[src/rtl/bsort_ctrl.sv]
// Bubble-sort controller for an external 8-entry, dual-port register file.
// Shift-loads eight data, then runs compare/swap passes with early exit.
module bsort_ctrl #(
  parameter bit DESCEND = 1'b0
) (
  input  logic       clk,
  input  logic       rst_n,
  input  logic       start,
  input  logic [7:0] Aout,
  input  logic [7:0] Bout,
  output logic       qin,
  output logic [2:0] AIndex,
  output logic [2:0] BIndex,
  output logic       w_en,
  output logic [7:0] DinA,
  output logic [7:0] DinB,
  output logic       busy,
  output logic       done,
  output logic [4:0] swaps
);

  typedef enum logic [1:0] {S_IDLE, S_LOAD, S_SORT, S_DONE} state_t;

  state_t     r_state, w_next;
  logic [2:0] r_load_cnt;
  logic [2:0] r_pass;
  logic [2:0] r_j;
  logic       r_swapped;
  logic [4:0] r_swaps;
  logic [2:0] w_limit;
  logic       w_swap;

  // Unsigned compare; equal values are never out of order.
  function automatic logic out_of_order(input logic [7:0] a, input logic [7:0] b);
    if (DESCEND) return a < b;
    else         return a > b;
  endfunction

  assign w_limit = 3'd6 - r_pass;
  assign DinA    = Bout;
  assign DinB    = Aout;
  assign swaps   = r_swaps;

  always_comb begin
    w_next = r_state;
    qin    = 1'b0;
    busy   = 1'b0;
    done   = 1'b0;
    AIndex = 3'd0;
    BIndex = 3'd1;
    w_en   = 1'b0;
    w_swap = 1'b0;
    case (r_state)
      S_IDLE: begin
        if (start) w_next = S_LOAD;
      end
      S_LOAD: begin
        qin  = 1'b1;
        busy = 1'b1;
        if (r_load_cnt == 3'd7) w_next = S_SORT;
      end
      S_SORT: begin
        busy   = 1'b1;
        AIndex = r_j;
        BIndex = r_j + 3'd1;
        w_swap = out_of_order(Aout, Bout);
        w_en   = w_swap;
        // The current compare counts toward the early-exit decision.
        if (r_j == w_limit) begin
          if (r_pass == 3'd6 || !(r_swapped || w_swap)) w_next = S_DONE;
        end
      end
      S_DONE: begin
        done   = 1'b1;
        w_next = S_IDLE;
      end
      default: w_next = S_IDLE;
    endcase
  end

  always_ff @(posedge clk or negedge rst_n) begin
    if (!rst_n) begin
      r_state    <= S_IDLE;
      r_load_cnt <= 3'd0;
      r_pass     <= 3'd0;
      r_j        <= 3'd0;
      r_swapped  <= 1'b0;
      r_swaps    <= 5'd0;
    end else begin
      r_state <= w_next;
      case (r_state)
        S_IDLE: begin
          if (start) begin
            r_load_cnt <= 3'd0;
            r_pass     <= 3'd0;
            r_j        <= 3'd0;
            r_swapped  <= 1'b0;
            r_swaps    <= 5'd0;
          end
        end
        S_LOAD: r_load_cnt <= r_load_cnt + 3'd1;
        S_SORT: begin
          if (w_swap && r_swaps != 5'd28) r_swaps <= r_swaps + 5'd1;
          if (r_j == w_limit) begin
            if (w_next == S_SORT) begin
              r_pass    <= r_pass + 3'd1;
              r_j       <= 3'd0;
              r_swapped <= 1'b0;
            end
          end else begin
            r_j       <= r_j + 3'd1;
            r_swapped <= r_swapped | w_swap;
          end
        end
        default: ;
      endcase
    end
  end

endmodule

[config.mk]
export PLATFORM = sky130hd
export DESIGN_NAME = bsort_ctrl
export DESIGN_NICKNAME = d
export VERILOG_FILES = /design/src/rtl/bsort_ctrl.sv
export SDC_FILE = /design/constraint.sdc
export NUM_CORES = 1
export LEC_CHECK = 0
export CORE_MARGIN = 4
export CORE_UTILIZATION = 40
export DETAILED_ROUTE_END_ITERATION = 10
export PLACE_DENSITY = 0.72
export REMOVE_ABC_BUFFERS = 1
export SLEW_MARGIN = 15
export SYNTH_ARGS = -nofsm -noshare
export SYNTH_HDL_FRONTEND = slang
export SYNTH_SLANG_ARGS = --single-unit
[constraint.sdc]
create_clock -name clk -period 2.9 [get_ports clk]
set_clock_uncertainty 0.1 [all_clocks]
set_input_delay 0.58 -clock clk [delete_from_list [all_inputs] [get_ports clk]]
set_output_delay 0.58 -clock clk [all_outputs]
set_load 0.03 [all_outputs]
## Yosys cells after proc, flatten, opt, wreduce, memory -nomap -nowiden

Cells that the tools add are included.

| word-level totals | value |
|---|---|
| input port bits | 19 |
| output and inout port bits | 31 |
| flip-flop bits (word level) | 17 |
| memory bits (writable) | 0 |
| bits in latches | 0 |
| bits in read-only memories | 0 |
| memories kept | 0 |
| logic and storage cells | 65 |

| cells by class | value |
|---|---|
| div/mod/pow operators | 0 |
| reduce and logical (&&, ||, !) cells | 12 |
| mux-type cells | 27 |
| eq/ne operators | 13 |
| bitwise operators | 1 |
| add/subtract/negate cells | 5 |
| order comparisons | 1 |
| shifts and indexed selects | 0 |
| $mul | 0 |

Operators by type and width:

| cell | count |
|---|---|
| 3-bit 2-to-1 mux | 7 |
| 3-bit case mux with 2 select lines | 3 |
| 5-bit 2-to-1 mux | 2 |
| 5-bit case mux with 2 select lines | 1 |
| 3-bit by 1-bit adder with 3-bit output, second input constant | 3 |
| 8-bit > comparator | 1 |
| 1-bit 2-to-1 mux | 8 |
| 2-bit 2-to-1 mux | 4 |
| 2-bit inequality test, second input constant | 4 |
| 2-bit case mux with 4 select lines | 1 |
| 2-bit == test, second input constant | 3 |
| 3-bit == test, second input constant | 2 |
| 3-bit AND reduction | 2 |
| 5-bit by 1-bit adder with 5-bit output, second input constant | 1 |
| 5-bit inequality test, second input constant | 1 |
| 4-bit AND reduction | 1 |
| 2-bit nonzero test | 2 |
| 3-bit == test | 1 |
| 3-bit inequality test, second input constant | 1 |
| 3-bit subtractor, first input constant | 1 |
| 2-bit by 1-bit == test with 1-bit output, second input constant | 1 |
| 2-bit logical NOT | 1 |
| 1-bit logical OR | 2 |
| 1-bit case mux with 2 select lines | 1 |
| 5 further kinds | 5 |

## Depth between registers and ports, before layout

| depth | value |
|---|---|
| depth in word-level cells | 12 |
| mapped depth | 8 |
| gate-level depth less buffers | 8 |

## Worst setup path after synthesis

Ideal clock, no wire load.

| timing path | value |
|---|---|
| path type | in2out |
| start | input Bout[7] |
| end | output w_en |
| setup slack | 387 ps |
| data arrival time | 1833 ps |
| buffers on the path | 0 |
| required time | 2220 ps |
| stages | 6 |
| path through | inv_1 > ha_1 > nand4_1 > nor2_1 > a21oi_1 > o21a_1 |

| on the way | value |
|---|---|
| word-level cells in the longest chain between the ends | 3 |

RTL lines:

| element | RTL line | source |
|---|---|---|
| from (decl) | 10 | `input logic [7:0] Bout,` |
| 8-bit > comparator | 36 | `else return a > b;` |
| 1-bit 2-to-1 mux (2 in a row) | 53 | `case (r_state)` |
| to (decl) | 14 | `output logic w_en,` |

Every way passes these cells. The select of a mux whose other input is x is not followed.

## Worst setup path in the final report

Same ends and word-level chain as after synthesis.

==> parameters.txt <==
Parameter                              Value

Job
  Number of violations of the max-capacitance limit    0

Pwr
  Clock power frac    17.9%
  LEAKAGE    0.923 nW
  Proportion of power drawn by combinational gates    50.4%
  Sequential fraction of design power    31.7%
  Maximum vdd ir drop    0.172 mV
  Internal power contribution    599 uW
  Overall power    995 uW
  Net Switching    396 uW
  Sw frac    39.8%
  Power density over the cells    500 mW/mm^2

Yosys
  Count of cell types in the netlist    38
  Cell count after synthesis    161
  Count of flip-flops with a built-in enable after synthesis    0
  Flip-flop and latch count after synthesis    17
  Warnings, synthesis    0
  Post-synthesis instance area    0.00147 mm^2
  Most used flip-flop cell after synthesis    sky130_fd_sc_hd__dfrtp_1
  Area share of the largest cell type after synthesis    28.9%
  Mapped Avg Cell Area    9.15 um^2
  Sequential-to-total area share from yosys stat    28.9%
  Cell taking the most area after synthesis    sky130_fd_sc_hd__dfrtp_1
  Biggest area contributors in the synthesized netlist    sky130_fd_sc_hd__dfrtp_1 (29%), sky130_fd_sc_hd__ha_1 (17%), sky130_fd_sc_hd__buf_4 (8.2%)
  Fraction of registers with async set/reset    100%

Setup path
  Depth of the most critical reg-to-reg path    8
  Worst EP required    2.22 ns
  Endpoint type of the worst setup path    primary output
  Max Fanout on Critical Path    3
  Crit start category    primary input
  Minimum setup slack among reg-to-reg paths    0.62 ns
  Data arrival time of the worst path    2.16 ns
  Critical path class    in -> out

Final layout
  Number of diodes    0
  Proportion of layout cells with a drive suffix above 1    10.9%
  Share of the core filled with cells in the final layout    57.8%
  Area growth, synth to finish    35.0%
  Number of fillers in the final layout    299
  Layout net count    242
  Final cell count without fillers    248
  Most common cell after layout, fill and taps aside    sky130_fd_sc_hd__clkdlybuf4s50_1
  Leading cell types in the layout, fill and taps excluded    sky130_fd_sc_hd__clkdlybuf4s50_1 (47), sky130_fd_sc_hd__ha_1 (20), sky130_fd_sc_hd__dfrtp_1 (17)
  Cell area after layout    0.00199 mm^2

Floorplanning
  Initial standard-cell utilization of the core    42.8%
  Die Height    68.7 um
  Core Area    0.00344 mm^2
  Area of the die    0.00472 mm^2
  Number of top-level pins    50
  Std cell rows    21
  Width of the die    68.7 um

Global routing
  Number of global-route vias before repair    1278
  Global route total overflow    0
  First-pass GRT wire length    5.55 mm
  Total routing usage reported by global routing    15.4%
  Maximum number of pins on one net before global-route repair    18
  Number of antenna violations at the first check in global routing    0

Place
  Cell Area, Placed    0.00193 mm^2
  Placed Instances    243
  Number of I/O port buffers    49
  Dpl hpwl    2.73 mm
  Gpl congestion    0.866

Detailed routing
  First-pass iteration count of the detailed router    2
  Wire length per cell after detailed routing    13.4 um
  Number of nets with antenna violations after routing    0
  Vias/cell    5.07
  Total wire length after detailed routing    3.33 mm
  Post-route DRC violation count    0
  Detailed Route Iter0 Violations    39
  Via count    1258

Clock tree
  TritonCTS clock tree    done
  Clock H-tree levels    1
  Number of CTS-inserted buffers    3
  Source-to-sink clock delay at the later pin of the worst-skew pair    0.25 ns
  Clock transition at the register clock pins on the worst setup and hold paths after CTS    0.06 ns
  Clock sinks    17
  Hold-fix buffers at CTS    0
  Root buf cell    sky130_fd_sc_hd__clkbuf_8
  Maximum buffer depth of the clock tree    2

Timing
  Measured slew at the worst slew-check pin    0.789 ns
  Period utilization    98.0%
  Setup Total Neg Slack    0 ns
  Setup violation total in the final timing report    0
  Minimum period implied by the final worst setup slack    2.84 ns
  Max Transition Viols Final    0
  Max Clk Rate    352 MHz
  Max-slew headroom at the worst pin    47.2%
  Hold violation count in the final report    0

Min path
  Worst hold path class    reg -> reg
  Cell depth of the worst hold path    1

Outcome
  Outcome    complete, no violations
==> power groups by stage <==
stage | clock, mW | sequential (mW) | combinational (mW)
floorplan | 0 | 0.312 | 0.316
global placement | 0 | 0.318 | 0.486
detailed placement | 0 | 0.320 | 0.506
CTS | 0.188 | 0.316 | 0.505
global route | 0.195 | 0.323 | 0.555
finish | 0.178 | 0.315 | 0.501
==> per-layer routing <==
| metal | wire [um] | track usage, % | up-vias | share of wire [%] |
|---|---|---|---|---|
| met5 | 0 | 0 | - | 0 |
| met2 | 1700 | 27.2 | 18 | 51 |
| met3 | 108 | 3.24 | 3 | 3.2 |
| met4 | 21 | 3.97 | 0 | 0.63 |
| li1 | - | - | 631 | - |
| met1 | 1500 | 18.7 | 606 | 45 |
==> state kept, by name, indices dropped and copies added, names as in the netlist <==
| register | cells |
|---|---|
| r_state | 2 |
| r_swapped | 1 |
| swaps | 5 |
| r_load_cnt | 3 |
| r_pass | 3 |
| r_j | 3 |
==> cell type report <==
cell class | instances | area [um^2] | share of cell area, %
well taps | 46 | 57.6 | 2.89
multi-input cells | 110 | 861 | 43.3
inverters | 16 | 60.1 | 3.02
clock buffers | 4 | 45.0 | 2.27
repair buffers | 55 | 539 | 27.1
flip-flops and latches | 17 | 425 | 21.4
==> metrics by stage <==
| step | setup WS (ns) | hold slack (ns) |
|---|---|---|
| 2_1_floorplan | 0.387 | 0.184 |
| 3_5_place_dp | 0.00367 | 0.391 |
| 4_1_cts | 0.0247 | 0.406 |
| 5_1_grt | -0.0421 | 0.437 |
| 3_3_place_gp | 0.0551 | 0.379 |
| 6_report | 0.0588 | 0.396 |
==> worst max-delay path: stages <==
cell and delay (ns):
sky130_fd_sc_hd__clkdlybuf4s50_1 0.48, sky130_fd_sc_hd__inv_1 0.05, sky130_fd_sc_hd__ha_1 0.30, sky130_fd_sc_hd__nand4_1 0.17
sky130_fd_sc_hd__a211oi_2 0.28, sky130_fd_sc_hd__o21a_1 0.18, sky130_fd_sc_hd__buf_6 0.13
==> worst paths after layout <==
check,start,endpoint
min in group asynchronous,rst_n,swaps[4]$_DFFE_PN0P_
hold reg to reg,r_load_cnt[0]$_DFFE_PN0P_,r_load_cnt[0]$_DFFE_PN0P_
hold / removal,r_load_cnt[0]$_DFFE_PN0P_,r_load_cnt[0]$_DFFE_PN0P_
setup / recovery,Bout[7],w_en
setup reg to reg,r_pass[0]$_DFFE_PN0P_,r_j[0]$_DFFE_PN0P_
max in group asynchronous,rst_n,r_swapped$_DFFE_PN0P_
==> cell families (layout without fill, tap and decap cells) <==
group | after synthesis | after routing | share of synthesized area (%)
AO/OA/AOI/OAI | 34 | 34 | 16.4
multiplexers | 5 | 5 | 4.42
buffers and inverters | 34 | 75 | 12.8
AND/OR/NAND/NOR | 44 | 44 | 16.3
adder cells (fa/ha/maj) | 20 | 20 | 17.0
XOR/XNOR | 7 | 7 | 4.16
flip-flops | 17 | 17 | 28.9
==> synth_stat cells, drive strengths merged (2+ instances only) <==
library cell  count
nor3              2
nor2             11
nand2             8
inv              16
o21ai            10
a31oi             2
mux2              3
buf              17
and2b             2
o21a              3
nand3             7
or3               2
xor2              4
a32o              2
xnor2             3
dfrtp            17
nand4             3
mux2i             2
a21o              2
o211ai            2
and2              5
a21oi             8
ha               20
==> what timing repair did <==
item | CTS | global route
buffers inserted | 0 | 1
setup endpoints to repair | 0 | 1
gates resized for setup | 0 | 3
Note: power is estimated with default switching activity, not from simulation.
